### src/rtl/ram_arbiter_pkg.sv
// rtl/ram_arbiter_pkg.sv - shared state encoding for the RAM arbiter
package ram_arbiter_pkg;

  localparam int STATE_WIDTH = 3;

  typedef enum logic [STATE_WIDTH-1:0] {
    RAM_ARB_IDLE      = 3'd0,
    RAM_ARB_ISSUE_IF  = 3'd1,
    RAM_ARB_ISSUE_MEM = 3'd2,
    RAM_ARB_RESP_IF   = 3'd3,
    RAM_ARB_RESP_MEM  = 3'd4
  } ram_arb_state_t;

endpackage

### src/rtl/ram_arbiter.sv
// rtl/ram_arbiter.sv - shares one single-port synchronous RAM between fetch and data ports
module ram_arbiter
  import ram_arbiter_pkg::*;
#(
  parameter int ADDR_WIDTH   = 32,
  parameter int DATA_WIDTH   = 32,
  parameter int SEL_WIDTH    = 4,
  parameter int STARVE_LIMIT = 4
) (
  input  logic                  clk,
  input  logic                  rst,
  input  logic                  if_req,
  input  logic [ADDR_WIDTH-1:0] if_addr,
  output logic                  if_ack,
  output logic [DATA_WIDTH-1:0] if_rdata,
  input  logic                  mem_req,
  input  logic [SEL_WIDTH-1:0]  mem_we,
  input  logic [ADDR_WIDTH-1:0] mem_addr,
  input  logic [DATA_WIDTH-1:0] mem_wdata,
  output logic                  mem_ack,
  output logic [DATA_WIDTH-1:0] mem_rdata,
  output logic                  ram_en,
  output logic [SEL_WIDTH-1:0]  ram_write_en,
  output logic [ADDR_WIDTH-1:0] ram_addr,
  output logic [DATA_WIDTH-1:0] ram_write_data,
  input  logic [DATA_WIDTH-1:0] ram_read_data,
  output logic                  stall_req
);

  localparam int CNT_W = $clog2(STARVE_LIMIT + 1);
  localparam logic [CNT_W-1:0] STARVE_MAX = CNT_W'(STARVE_LIMIT);

  ram_arb_state_t   state;
  logic [CNT_W-1:0] starve_cnt;
  logic             grant_if;
  logic             grant_mem;

  // Data wins by default; fetch takes over when alone or once it has starved long enough.
  assign grant_if  = if_req & (~mem_req | (starve_cnt == STARVE_MAX));
  assign grant_mem = mem_req & ~grant_if;

  always_ff @(posedge clk or posedge rst) begin
    if (rst) begin
      state          <= RAM_ARB_IDLE;
      ram_en         <= 1'b0;
      ram_write_en   <= '0;
      ram_addr       <= '0;
      ram_write_data <= '0;
    end else begin
      case (state)
        RAM_ARB_IDLE: begin
          if (grant_if) begin
            state          <= RAM_ARB_ISSUE_IF;
            ram_en         <= 1'b1;
            ram_write_en   <= '0;
            ram_addr       <= if_addr;
            ram_write_data <= '0;
          end else if (grant_mem) begin
            state          <= RAM_ARB_ISSUE_MEM;
            ram_en         <= 1'b1;
            ram_write_en   <= mem_we;
            ram_addr       <= mem_addr;
            ram_write_data <= mem_wdata;
          end
        end
        RAM_ARB_ISSUE_IF, RAM_ARB_ISSUE_MEM: begin
          state          <= (state == RAM_ARB_ISSUE_IF) ? RAM_ARB_RESP_IF : RAM_ARB_RESP_MEM;
          ram_en         <= 1'b0;
          ram_write_en   <= '0;
          ram_addr       <= '0;
          ram_write_data <= '0;
        end
        default: state <= RAM_ARB_IDLE;
      endcase
    end
  end

  // Counts data grants that bypassed a waiting fetch; saturates so the force condition holds.
  always_ff @(posedge clk or posedge rst) begin
    if (rst) begin
      starve_cnt <= '0;
    end else if (state == RAM_ARB_IDLE) begin
      if (grant_if) begin
        starve_cnt <= '0;
      end else if (grant_mem && if_req && (starve_cnt != STARVE_MAX)) begin
        starve_cnt <= starve_cnt + 1'b1;
      end
    end
  end

  assign if_ack    = (state == RAM_ARB_RESP_IF);
  assign mem_ack   = (state == RAM_ARB_RESP_MEM);
  assign if_rdata  = if_ack  ? ram_read_data : '0;
  assign mem_rdata = mem_ack ? ram_read_data : '0;
  assign stall_req = (if_req & ~if_ack) | (mem_req & ~mem_ack);

endmodule

### config.mk
export PLATFORM = sky130hd
export DESIGN_NAME = ram_arbiter
export DESIGN_NICKNAME = d
export VERILOG_FILES = /design/src/rtl/ram_arbiter_pkg.sv /design/src/rtl/ram_arbiter.sv
export SDC_FILE = /design/constraint.sdc
export NUM_CORES = 1
export LEC_CHECK = 0
export ABC_CLOCK_PERIOD_IN_PS = 3100
export BUFFER_PORTS_ARGS = -buffer_cell sky130_fd_sc_hd__buf_4
export CAP_MARGIN = 20
export CORE_AREA = 2 2 106 108
export CTS_BUF_LIST = sky130_fd_sc_hd__clkbuf_16
export DETAILED_ROUTE_END_ITERATION = 16
export DIE_AREA = 0 0 108 110
export GPL_ROUTABILITY_DRIVEN = 0
export GPL_TIMING_DRIVEN = 0
export HOLD_SLACK_MARGIN = 0.1
export PLACE_DENSITY = 0.67
export SYNTH_ARGS = -nofsm -noshare
export SYNTH_HDL_FRONTEND = slang
export SYNTH_SLANG_ARGS = --single-unit
### constraint.sdc
create_clock -name clk -period 3.1 [get_ports clk]
set_input_delay 0.465 -clock clk [delete_from_list [all_inputs] [get_ports clk]]
set_output_delay 0.465 -clock clk [all_outputs]
set_load 0.05 [all_outputs]
==> impl_metrics.tcl <==
set metrics [dict create \
    fin_hold_ws_ps 348.1 \
    core-area_um2 10700 \
    crit_slowest_cell "dfrtp_1" \
    worst_pin_slew_ps 664.7 \
    cts_tree "yes" \
    final_util_pct 58.49 \
    fill_cells 932 \
    ant_nets 0 \
    vias_per_cell 5.061 \
    critPathMaxStageDelay_ps 490 \
    syn_to_final_growth_pct 72.21 \
    ys_seq_elements 75 \
    r2r_slack_ps 1040 \
    p_leak_nw 3.323 \
    r2r_start "starve_cnt[0]" \
    hold_viol_final 0 \
    synth_area_um2 3633 \
    gr-total-overflow 0 \
    cts_sinks 75 \
    critPathMaxFanout 10 \
    tns_ps 0 \
    min_period_ps 2496 \
    synthesis.nets 447 \
    grt_pass1_vias 3842 \
    finalClockSkew_ps 5.245 \
    synthAdderAreaFrac_pct 0.6887 \
    critPathTopFamily "simple AND/OR/NAND/NOR gates" \
    final_max_slew_viol_count 0 \
    crit_type "register to output port" \
    synthCells 309 \
    multi_input_area_um2 1568 \
    die-area_um2 11880 \
    drive_above_1_share_pct 54.01 \
    row_count 38 \
    final_cell_mix "buf_4, dfrtp_1, a22o_1" \
    port_buffers 271 \
    die_height_um 110 \
    ys_warn_count 0 \
    syn_area_per_cell_um2 11.76 \
    synth_top_family_by_area "simple AND/OR/NAND/NOR gates" \
    ys_types 28 \
    ir_drop_mv 0.5279 \
    drt_wl_total_mm 13.89 \
    final_common_cell "buf_4" \
    antenna_found_initial 0 \
    clkTransAtPathRegs_ps 60 \
    synth_compound_area_share_pct 20.14 \
    max_freq_mhz 400.6 \
    relSlewSlack_pct 55.21 \
    ys_seq_area_share_pct 51.65 \
    die_w_um 108 \
    startpoint_type "register" \
    async_flop_share_pct 100.0 \
    track_usage_pct 23.13 \
    grt_pass1_wl_mm 20.96 \
    powerDensity_nw_per_um2 1098 \
    synth_edf_count 0 \
    worstSetupEndpointType "output port" \
    setup_viol 0 \
    hpwlAfterDp_mm 10.80 \
    drt_iter0_drc 229 \
    synth_ff_type "dfrtp_1" \
    htreeDepth 3 \
    numCtsBuffers 9 \
    seqCellArea_um2 1877 \
    cp.arrival_ps 2030 \
    cts_root_buf "clkbuf_16" \
    vias 3740 \
    fin_crit_sh_pct 80.52 \
    cp.required_ps 2630 \
    drc 0 \
    worstRegToRegCells 6 \
    wl_per_cell_um 18.80 \
    drt-pass1-iter-count 4 \
    outcome "finished clean" \
    clock_path_buffers 2 \
    worstSkewPairLatency_ps 330 \
    r2r_end "ram_addr[3]" \
    synthMuxAreaShare_pct 0 \
    hold_path_class "input port to register" \
    cp.buffers_inverters 2 \
    synth_xor_xnor_area_share_pct 0 \
    hp-start "mem_wdata[20]" \
    path_cells "nand2_1 > nor2_1 > clkbuf_1 > and2_1 > buf_4" \
    cap_violations 0 \
    synthSimpleGateAreaFrac_pct 22.31 \
    start_util_pct 33.96 \
    holdPathStages 2 \
    holdPathEnd "ram_write_data[20]" \
    io_pins 272 \
    grt_setup_unrepaired "no" \
    grt_max_degree 66 \
    nets 731 \
]
[final cells by class]
class | instances | area share, %
clock inverters | 7 | 2.340
clock buffers | 9 | 3.599
multi-input cells | 195 | 25.05
diodes | 1 | 0.03999
well taps | 140 | 2.799
repair buffers | 273 | 33.11
inverters | 6 | 0.3999
flip-flops and latches | 75 | 29.99
plain buffers | 33 | 2.659
[sequential cells by signal, summed over array words and instances (netlist names)]
register,flops
ram_write_en,4
ram_en,1
state,3
ram_write_data,32
starve_cnt,3
ram_addr,32
[cell usage after synthesis, drive strengths merged, types with 2 or more instances]
cell	instances	area [um^2]
o21ai	4	20.02
a221o	32	320.3
a22o	36	315.3
inv	6	22.52
buf	14	95.09
a21oi	2	10.01
nor3b	35	337.8
ha	2	25.02
and2	33	206.5
and3	32	200.2
clkbuf	19	71.32
nand2	4	15.01
nor2	4	17.52
dfrtp	75	1877
[worst max-delay path by stage]
stage	slack (ps)	cells after the start	from	endpoint
final	600	5	state[1]	if_rdata[30]
after global routing	430	5	state[1]	if_rdata[27]
after CTS	590	5	state[1]	if_rdata[30]
after detailed placement	960	5	if_req	ram_write_data[14]
after global placement	-260	2	rst	ram_addr[19]
after floorplan	730	1	rst	ram_addr[0]
[worst register-to-register path, cell delays in order, from the launching register on]
cell and delay, ps:
dfrtp_1 400, inv_1 60, ha_1 240, a21boi_2 350
clkbuf_1 480, nor3b_1 120, a221o_1 280
[metal layers]
layer | track usage, % | share of wire (%) | vias up | routed length [um]
li1 | - | - | 1733 | -
met1 | 27.30 | 39 | 1812 | 5390
met2 | 40.97 | 52 | 176 | 7159
met3 | 5.938 | 7.4 | 19 | 1026
met4 | 8.059 | 2.3 | 0 | 315
met5 | 0 | 0 | - | 0
[report_power, final]
part           switching [W]  leakage [nW]  internal, W
logic                0.00269          2.15      0.00125
registers           0.000256         0.988      0.00137
clock network       0.000429         0.181     0.000875
[logic make-up after synthesis]
logic type | Yosys count
flops | 75
compound gates | 81
simple gates | 112
fa+ha+maj | 2
buf+inv | 39
[timing repair]
item	CTS	global route
hold buffers	1	0
gates resized for setup	0	0
hold endpoints to repair	10	0
buffers inserted	0	0
[through the flow]
step / cells / total power, W / area (um^2) / worst slack, ps
5_1_grt: 738 / 0.007206 / 6255 / 431.5
4_1_cts: 738 / 0.006917 / 6255 / 592.6
3_5_place_dp: 721 / 0.005583 / 5873 / 958.6
6_report: 739 / 0.006873 / 6257 / 603.9
2_1_floorplan: 309 / 0.004289 / 3633 / 725.0
3_3_place_gp: 720 / 0.005532 / 5843 / -255.2
Power figures use the tool's default switching activity.
